## config.mk

```make
export PLATFORM = sky130hd
export DESIGN_NAME = nv_ram_dp_fifo_ctrl_flat
export DESIGN_NICKNAME = d
export VERILOG_FILES = /design/src/rtl/nv_ram_dp_fifo_ctrl_if.sv /design/src/rtl/nv_ram_dp_fifo_ctrl.sv /design/src/flat_wrapper.sv
export SDC_FILE = /design/constraint.sdc
export NUM_CORES = 1
export LEC_CHECK = 0
export ABC_AREA = 1
export BUFFER_PORTS_ARGS = -buffer_cell sky130_fd_sc_hd__buf_4
export CORE_ASPECT_RATIO = 2
export CORE_UTILIZATION = 45
export CTS_CLUSTER_SIZE = 30
export DETAILED_ROUTE_END_ITERATION = 8
export PLACE_DENSITY = 0.77
export SYNTH_ARGS = -nofsm -noshare
export SYNTH_HDL_FRONTEND = slang
export SYNTH_SLANG_ARGS = --single-unit
```

## constraint.sdc

```tcl
create_clock -name nvdla_core_clk -period 2.5 [get_ports nvdla_core_clk]
set_input_delay 0.25 -clock nvdla_core_clk [delete_from_list [all_inputs] [get_ports nvdla_core_clk]]
set_output_delay 0.25 -clock nvdla_core_clk [all_outputs]
set_load 0.01 [all_outputs]
```

## src/rtl/nv_ram_dp_fifo_ctrl_if.sv

```systemverilog
// Stream and RAM-pin bundle between the FIFO controller (master) and its
// producers, consumers and the dual-port RAM macro (slave).
interface nv_ram_dp_fifo_ctrl_if #(
   parameter int DW = 64,
   parameter int AW = 8
);
   logic          wr_pvld;
   logic          wr_prdy;
   logic [DW-1:0] wr_pd;
   logic          rd_pvld;
   logic          rd_prdy;
   logic [DW-1:0] rd_pd;
   logic          ram_cena;
   logic [AW-1:0] ram_aa;
   logic [DW-1:0] ram_qa;
   logic          ram_cenb;
   logic [AW-1:0] ram_ab;
   logic [DW-1:0] ram_db;
   logic          ram_stov;
   logic          ram_emasa;
   logic [2:0]    ram_emaa;
   logic [2:0]    ram_emab;
   logic          ram_ret1n;
   logic [AW+1:0] fifo_count;

   modport master (
      input  wr_pvld, wr_pd, rd_prdy, ram_qa,
      output wr_prdy, rd_pvld, rd_pd,
      output ram_cena, ram_aa, ram_cenb, ram_ab, ram_db,
      output ram_stov, ram_emasa, ram_emaa, ram_emab, ram_ret1n, fifo_count
   );

   modport slave (
      output wr_pvld, wr_pd, rd_prdy, ram_qa,
      input  wr_prdy, rd_pvld, rd_pd,
      input  ram_cena, ram_aa, ram_cenb, ram_ab, ram_db,
      input  ram_stov, ram_emasa, ram_emaa, ram_emab, ram_ret1n, fifo_count
   );
endinterface

```

## src/rtl/nv_ram_dp_fifo_ctrl.sv

```systemverilog
// FIFO controller over a 1R/1W RAM macro: write-to-rd_pvld latency 3 cycles, prefetch into a
// 2-entry output buffer; wr_prdy drops when the RAM is full (or on QA capture cycles when guarded).
module nv_ram_dp_fifo_ctrl #(
   parameter int DW       = 64,
   parameter int AW       = 8,
   parameter int DEPTH    = 256,
   parameter bit QA_GUARD = 1'b1
) (
   input logic                   nvdla_core_clk,
   input logic                   nvdla_core_rstn,
   nv_ram_dp_fifo_ctrl_if.master bus
);
   localparam logic [AW:0] RAM_FULL = (AW+1)'(DEPTH);

   logic [AW-1:0] wptr;
   logic [AW-1:0] rptr;
   logic [AW:0]   ram_cnt;
   logic          rd_inflight;
   logic [1:0]    ob_cnt;
   logic          ob_head;
   logic [DW-1:0] ob_mem [2];

   logic wr_acc;
   logic rd_issue;
   logic rd_pop;
   logic ob_widx;

   assign bus.wr_prdy = (ram_cnt != RAM_FULL) && !(QA_GUARD && rd_inflight);
   // Qualified with reset so the write strobe stays inactive while reset is held.
   assign wr_acc   = bus.wr_pvld && bus.wr_prdy && nvdla_core_rstn;
   assign rd_issue = (ram_cnt != '0) && ((ob_cnt + {1'b0, rd_inflight}) < 2'd2);
   assign rd_pop   = bus.rd_pvld && bus.rd_prdy;
   assign ob_widx  = ob_head ^ ob_cnt[0];

   assign bus.ram_cena = !rd_issue;
   assign bus.ram_aa   = rptr;
   assign bus.ram_cenb = !wr_acc;
   assign bus.ram_ab   = wptr;
   assign bus.ram_db   = wr_acc ? bus.wr_pd : '0;

   assign bus.rd_pvld    = (ob_cnt != 2'd0);
   assign bus.rd_pd      = ob_mem[ob_head];
   assign bus.fifo_count = (AW+2)'(ram_cnt) + (AW+2)'(rd_inflight) + (AW+2)'(ob_cnt);

   assign bus.ram_stov  = 1'b0;
   assign bus.ram_emasa = 1'b0;
   assign bus.ram_emaa  = 3'b010;
   assign bus.ram_emab  = 3'b010;
   assign bus.ram_ret1n = 1'b1;

   always_ff @(posedge nvdla_core_clk or negedge nvdla_core_rstn) begin
      if (!nvdla_core_rstn) begin
         wptr        <= '0;
         rptr        <= '0;
         ram_cnt     <= '0;
         rd_inflight <= 1'b0;
         ob_cnt      <= 2'd0;
         ob_head     <= 1'b0;
         ob_mem[0]   <= '0;
         ob_mem[1]   <= '0;
      end else begin
         if (wr_acc)
            wptr <= wptr + 1'b1;
         if (rd_issue)
            rptr <= rptr + 1'b1;
         case ({wr_acc, rd_issue})
            2'b10:   ram_cnt <= ram_cnt + 1'b1;
            2'b01:   ram_cnt <= ram_cnt - 1'b1;
            default: ram_cnt <= ram_cnt;
         endcase
         rd_inflight <= rd_issue;
         // Issue only fires when a slot is guaranteed, so capture never overwrites live data.
         if (rd_inflight)
            ob_mem[ob_widx] <= bus.ram_qa;
         if (rd_pop)
            ob_head <= ~ob_head;
         ob_cnt <= ob_cnt + {1'b0, rd_inflight} - {1'b0, rd_pop};
      end
   end
endmodule

```

## src/flat_wrapper.sv

```systemverilog
// flat-port wrapper written by rule: the top's interface ports become plain ports
module nv_ram_dp_fifo_ctrl_flat 
#(
   parameter int DW       = 64,
   parameter int AW       = 8,
   parameter int DEPTH    = 256,
   parameter bit QA_GUARD = 1'b1
)
  (nvdla_core_clk, nvdla_core_rstn, bus_wr_pvld, bus_wr_pd, bus_rd_prdy, bus_ram_qa, bus_wr_prdy, bus_rd_pvld, bus_rd_pd, bus_ram_cena, bus_ram_aa, bus_ram_cenb, bus_ram_ab, bus_ram_db, bus_ram_stov, bus_ram_emasa, bus_ram_emaa, bus_ram_emab, bus_ram_ret1n, bus_fifo_count);
  nv_ram_dp_fifo_ctrl_if #(.DW(DW), .AW(AW)) bus_i ();
  input logic nvdla_core_clk;
  input logic nvdla_core_rstn;
  input wire logic [$bits(bus_i.wr_pvld)-1:0] bus_wr_pvld;
  input wire logic [$bits(bus_i.wr_pd)-1:0] bus_wr_pd;
  input wire logic [$bits(bus_i.rd_prdy)-1:0] bus_rd_prdy;
  input wire logic [$bits(bus_i.ram_qa)-1:0] bus_ram_qa;
  output wire logic [$bits(bus_i.wr_prdy)-1:0] bus_wr_prdy;
  output wire logic [$bits(bus_i.rd_pvld)-1:0] bus_rd_pvld;
  output wire logic [$bits(bus_i.rd_pd)-1:0] bus_rd_pd;
  output wire logic [$bits(bus_i.ram_cena)-1:0] bus_ram_cena;
  output wire logic [$bits(bus_i.ram_aa)-1:0] bus_ram_aa;
  output wire logic [$bits(bus_i.ram_cenb)-1:0] bus_ram_cenb;
  output wire logic [$bits(bus_i.ram_ab)-1:0] bus_ram_ab;
  output wire logic [$bits(bus_i.ram_db)-1:0] bus_ram_db;
  output wire logic [$bits(bus_i.ram_stov)-1:0] bus_ram_stov;
  output wire logic [$bits(bus_i.ram_emasa)-1:0] bus_ram_emasa;
  output wire logic [$bits(bus_i.ram_emaa)-1:0] bus_ram_emaa;
  output wire logic [$bits(bus_i.ram_emab)-1:0] bus_ram_emab;
  output wire logic [$bits(bus_i.ram_ret1n)-1:0] bus_ram_ret1n;
  output wire logic [$bits(bus_i.fifo_count)-1:0] bus_fifo_count;
  assign bus_i.wr_pvld = bus_wr_pvld;
  assign bus_i.wr_pd = bus_wr_pd;
  assign bus_i.rd_prdy = bus_rd_prdy;
  assign bus_i.ram_qa = bus_ram_qa;
  assign bus_wr_prdy = bus_i.wr_prdy;
  assign bus_rd_pvld = bus_i.rd_pvld;
  assign bus_rd_pd = bus_i.rd_pd;
  assign bus_ram_cena = bus_i.ram_cena;
  assign bus_ram_aa = bus_i.ram_aa;
  assign bus_ram_cenb = bus_i.ram_cenb;
  assign bus_ram_ab = bus_i.ram_ab;
  assign bus_ram_db = bus_i.ram_db;
  assign bus_ram_stov = bus_i.ram_stov;
  assign bus_ram_emasa = bus_i.ram_emasa;
  assign bus_ram_emaa = bus_i.ram_emaa;
  assign bus_ram_emab = bus_i.ram_emab;
  assign bus_ram_ret1n = bus_i.ram_ret1n;
  assign bus_fifo_count = bus_i.fifo_count;
  nv_ram_dp_fifo_ctrl #(.DW(DW), .AW(AW), .DEPTH(DEPTH), .QA_GUARD(QA_GUARD)) u_core (.nvdla_core_clk(nvdla_core_clk), .nvdla_core_rstn(nvdla_core_rstn), .bus(bus_i));
endmodule
```

==> results.cfg, run 1 <==
[status]
outcome = finished, final reports clean

[critical_path]
arrival_ns = 2.21
cp-end-kind = output port
cp_max_fo = 2
required_ns = 2.25
crit_type = flop to output port
start_kind = flop
worst-r2r-setup-slack_ns = 0.08
worstRegToRegCells = 16

[die]
rows = 69
floorplan.initialDensity_pct = 45.7
io_pins = 299
die_h_microns = 192
die_area_sq_um = 18600
core_area_sq_um = 17700
die_w_microns = 96.8

[yosys]
syn-instance-count = 961
yosysTopAreaCellShare_pct = 48.5
synth-seq-cells = 157
syn_avg_cell_area_sq_um = 8.42
synth_area_leaders = dfrtp_1 49%, nand2_1 9.8%, o21ai_0 8.3%, inv_1 7.7%, mux2_2 7.1%
synth_top_area_cell = dfrtp_1
yosysSeqAreaShare_pct = 48.5
yosysUniqueCellTypes = 32
netlist_area_sq_um = 8090
ys_warn_count = 0

[clock_tree]
clk_pin_slew_ns = 0.07
cts_hold_buf = 0
clock_latency_ns = 0.43
clk_path_buf_depth = 2
cts_buffers = 17
tritoncts = yes
root_buffer = clkbuf_16
htreeDepth = 4
cts_sinks = 157

[placed_design]
pre_cts_slack_ns = -0.0238
dpl.hpwl_mm = 17.5
placedCellCount = 1440
place_area_sq_um = 10500
numPortBuffers = 289
globalplace.congestion = 0.874

[routing]
wl_per_cell_microns = 15.7
via_count = 7229
viasPerCell = 4.87
drc_errors = 0
ant_nets = 0
wirelength_mm = 23.4
first_pass_iters = 4
first_iter_violations = 301

[grt]
grt_max_degree = 161
gr-usage-met1_pct = 29.8
busiest_layer = met2
grt_use_met2_pct = 43.5
grt_overflow_total = 0
grt_use_total_pct = 25.5
grt_pass1_vias = 6991
antenna_found_initial = 0
grtUsageMet3_pct = 7.68
grt_pass1_wl_mm = 36.7

[sta]
max_freq_ghz = 0.407
relSlewSlack_pct = 43.5
tns_ns = 0
period_minus_slack_ns = 2.46
slew_violations = 0
worst_slew_pin_slew_ns = 0.847
hold_viol = 0
whs_ns = 0.0378
finalCritPeriodShare_pct = 98.4
setup_slack_ns = 0.0403
finalClockSkew_ns = 0.0139
rsz0062_at_grt = yes
setup_violations = 0

[final_layout]
drive_gt1_share_pct = 34.8
fin_util_pct = 64.2
syn2layout_area_growth_pct = 40.3
final_area_sq_um = 11400
final_nets = 1407
fill_cells = 1516
antenna_cells = 0
stdcell_count = 1485

[pwr]
pwr_density_cell_nw_per_um2 = 1460
ir_drop_v = 0.00132
leakagePower_nw = 5.97
power_mw = 16.6

[flow_run]
cap_violations = 0

[min_path]
hold_path.class = input pin to async pin
## power breakdown
group          total, mW  internal (mW)  switching [mW]
sequential          4.41           3.84           0.569
combinational       9.73           4.49            5.24
clock               2.46           1.33            1.12
## final cells by class
cell class | instances | area (sq um) | share of cell area (%)
clock inverter | 14 | 128 | 1.12
clock buffer | 18 | 439 | 3.87
sequential | 157 | 3930 | 34.6
timing repair buffer | 325 | 2560 | 22.5
multi-input combinational | 591 | 3400 | 29.9
inverter | 167 | 641 | 5.64
tap | 213 | 267 | 2.35
## logic make-up (layout without fill, tap and decap cells)
family	after synthesis	in the layout	synth area share [%]
XOR/XNOR	19	19	2.15
multiplexers	64	64	8.90
other	2	9	0.0928
AO/OA/AOI/OAI	143	143	8.90
adder cells (fa/ha/maj)	16	16	2.75
flip-flops	157	157	48.5
AND/OR/NAND/NOR	340	340	17.1
buffers and inverters	220	524	11.5
## per-layer routing
metal  up-vias  wire (microns)  part of all wire, %
met4         0             716                  3.1
met2       227           12100                   52
met1      3405            8970                   38
met5         -               0                    0
li1       3555               -                    -
met3        42            1590                  6.8
## cells in the mapped netlist (all sizes together)
cell / n
conb: 2
nand3b: 3
ha: 13
buf: 39
inv: 167
a21oi: 6
dfrtp: 157
nand3: 13
mux2: 64
xnor2: 9
xor2: 10
o22ai: 1
or2: 2
nand2: 215
fa: 3
clkbuf: 14
o21ai: 136
nor2: 88
nor3: 3
nand4: 16
## flip-flops by register name, summed over array words and instances, names as in the netlist
name	flops
u_core.bus.ram_aa	8
u_core.bus.ram_ab	8
u_core.ob_cnt	2
u_core.ob_head	1
u_core.ob_mem	128
u_core.ram_cnt	9
u_core.rd_inflight	1
## critical path: stages, from the launching register on
cell and delay (ns):
dfrtp_1 0.37, buf_6 0.13, clkinv_8 0.04, fa_2 0.32, inv_2 0.07, fa_2 0.22
nand3_4 0.09, nor2_4 0.09, nand2_2 0.06, nor2_2 0.09, xor2_1 0.15, buf_4 0.14
## repair_timing
| item | CTS | global route |
|---|---|---|
| endpoints found under the setup margin | 71 | 19 |
| pin swaps | 7 | 14 |
| resized for setup | 16 | 28 |
| setup buffers | 7 | 7 |
## worst paths after layout
path                                 startpoint                    to
min                             nvdla_core_rstn  u_core.bus.ram_ab[6]
min reg2reg                   u_core.ob_mem[79]     u_core.ob_mem[79]
min in group nvdla_core_clk       bus_ram_qa[5]      u_core.ob_mem[5]
max in group asynchronous       nvdla_core_rstn     u_core.ram_cnt[7]
max reg2reg                   u_core.ram_cnt[6]     u_core.ram_cnt[6]
max                          u_core.rd_inflight     bus_fifo_count[8]
## cell usage in the layout, fill, tap and decap left out, drive strengths merged, types with 3 or more instances in the layout
master,instances
inv,172
xnor2,9
a21oi,6
o21ai,136
nand3b,3
nand3,13
clkbuf,18
mux2,64
fa,3
nor2,88
nand2,215
nor3,3
ha,13
conb,9
xor2,10
buf,325
dfrtp,157
clkinvlp,3
clkinv,6
nand4,16
Power figures use the tool's default switching activity.
==> run 2, diff against run 1 <==
==> constraint.sdc (replaced) <==
create_clock -name nvdla_core_clk -period 2.15 [get_ports nvdla_core_clk]
set_input_delay 0.215 -clock nvdla_core_clk [delete_from_list [all_inputs] [get_ports nvdla_core_clk]]
set_output_delay 0.215 -clock nvdla_core_clk [all_outputs]
set_load 0.01 [all_outputs]
==> run 2 against run 1 <==
  * The run now ends with negative hold slack, negative setup slack left
  * Final area increased by 5.9%
  * Total power increased by 23%
  * Critical path type unchanged
  * First-iteration DRC count rose by 9.6%
  * Combinational power rose by 27%
==> results.cfg, run 2 (same netlist as run 1, synthesis figures left out) <==
[final_layout]
syn2layout_area_growth_pct = 48.6
largest_reg_flops = 128
final_cell_mix = 329 x buf_4, 202 x nand2_1, 161 x inv_1
final_common_cell = buf_4
antenna_cells = 0
final_nets = 1464
reg_top3 = u_core.ob_mem x128, u_core.ram_cnt x9
regMostFlops = u_core.ob_mem
stdcell_count = 1542
drive_gt1_share_pct = 36.6

[pwr]
pwr_density_cell_nw_per_um2 = 1700
p_seq_share_pct = 25.1
comb_power_share_pct = 60.6
switching_power_mw = 8.47
intPower_mw = 12.0
swShare_pct = 41.5
ir_drop_v = 0.00151
leakagePower_nw = 6.29
p_clk_share_pct = 14.3

[grt]
antenna_found_initial = 1
grt_pass1_wl_mm = 36.8
grt_overflow_total = 0
grt_use_total_pct = 25.3
grt_pass1_vias = 7386
grt_max_degree = 161

[routing]
viasPerCell = 4.87
first_iter_violations = 330
wl_per_cell_microns = 15.6
first_pass_iters = 5
ant_nets = 0
drc_errors = 0
wirelength_mm = 24.0
via_count = 7507

[flow_run]
cap_violations = 0

[die]
io_pins = 299
die_h_microns = 192
rows = 69
floorplan.initialDensity_pct = 45.7
core_area_sq_um = 17700
die_area_sq_um = 18600
die_w_microns = 96.8

[critical_path]
start_kind = flop
worst-r2r-setup-slack_ns = -0.24
cp_max_fo = 2
required_ns = 1.93
cp-end-kind = output port
arrival_ns = 2.25
crit_type = flop to output port

[sta]
relSlewSlack_pct = 40.8
max_freq_ghz = 0.406
rsz0062_at_grt = yes
period_minus_slack_ns = 2.46
setup_slack_ns = -0.312
finalClockSkew_ns = 0.0110
hold_viol = 7
whs_ns = -0.0302
setup_violations = 15
slew_violations = 0
worst_slew_pin_slew_ns = 0.888
finalCritPeriodShare_pct = 115

[clock_tree]
root_buffer = clkbuf_16
htreeDepth = 4
clk_path_buf_depth = 2
cts_buffers = 17
clk_pin_slew_ns = 0.07
clock_latency_ns = 0.42
cts_sinks = 157
tritoncts = yes

[placed_design]
globalplace.congestion = 0.870
dpl.hpwl_mm = 16.6
placedCellCount = 1454
numPortBuffers = 289

[status]
outcome = complete, but fails checks
violations = negative hold slack, negative setup slack

[min_path]
hold_path.class = input pin to async pin
run 2: changes by cell type in the layout (fill, tap and decap cells not counted), sizes merged, moves of 2 or more:
cell / before / now
dlygate4sd3: 0 / 31
buf: 325 / 347
clkinv: 6 / 8
clkbuf: 18 / 21
run 2: cell type report:
type                    count  area [sq um]
flip-flops and latches    157          3930
repair buffers            381          3130
fillers                  1361          5670
clock buffers              18           439
inverters                 167           644
well taps                 213           267
repair inverters            1          5.00
multi-input cells         591          3480
clock inverters            14           131
run 2: critical path: stages, from the launching register on:
cell and delay [ns]:
dfrtp_1 0.37, buf_6 0.11, inv_2 0.03, fa_2 0.37, inv_2 0.08, fa_2 0.23, nand3_4 0.08, nor2_2 0.09
nand2_2 0.07, nor2_2 0.09, xor2_1 0.16, buf_4 0.14
run 2: worst paths after layout:
check                                       end               start  cells past startpoint
setup / recovery              bus_fifo_count[8]    u_core.ob_cnt[0]                     11
setup reg to reg              u_core.ram_cnt[5]    u_core.ob_cnt[0]                     15
min in group nvdla_core_clk   u_core.ob_mem[28]      bus_ram_qa[28]                      3
hold reg to reg              u_core.ob_mem[110]  u_core.ob_mem[110]                      1
hold / removal                u_core.ram_cnt[8]     nvdla_core_rstn                      2
max in group asynchronous     u_core.ram_cnt[2]     nvdla_core_rstn                      2
run 2: what timing repair did:
action	CTS	global route
hold buffers	31	0
buffers inserted	11	8
cloned	1	6
hold endpoints to repair	33	0
resized for setup	33	33
pin swaps	15	17
endpoints found under the setup margin	92	60
run 2: metal layers:
layer	routed length, microns	global-route usage, %	vias to the layer above
met5	17	0	-
met4	1040	14.5	2
met3	1510	5.79	66
met2	12500	43.5	271
met1	9020	28.9	3489
li1	-	-	3679
run 2: through the flow:
step                setup WS [ns]  setup TNS [ns]  instance area [sq um]  util [%]  power (mW)
floorplan                 -0.0640          -0.132                   8180         -        11.8
global placement           -0.174          -0.524                  10600      60.2        16.0
detailed placement         -0.169          -0.623                  10600      60.2        16.2
CTS                        -0.367           -2.46                  11800      66.5        19.9
global route               -0.488           -5.99                  12000      68.0        22.1
finish                     -0.312           -2.99                  12000      68.0        20.4
run 2: power groups by stage:
| stage | sequential, mW | combinational, mW | clock, mW |
|---|---|---|---|
| 5_1_grt | 5.30 | 13.7 | 3.11 |
| 3_3_place_gp | 5.07 | 10.9 | 0 |
| 4_1_cts | 5.12 | 11.8 | 2.99 |
| 3_5_place_dp | 5.15 | 11.1 | 0 |
| 6_report | 5.13 | 12.4 | 2.92 |
| 2_1_floorplan | 5.11 | 6.72 | 0 |
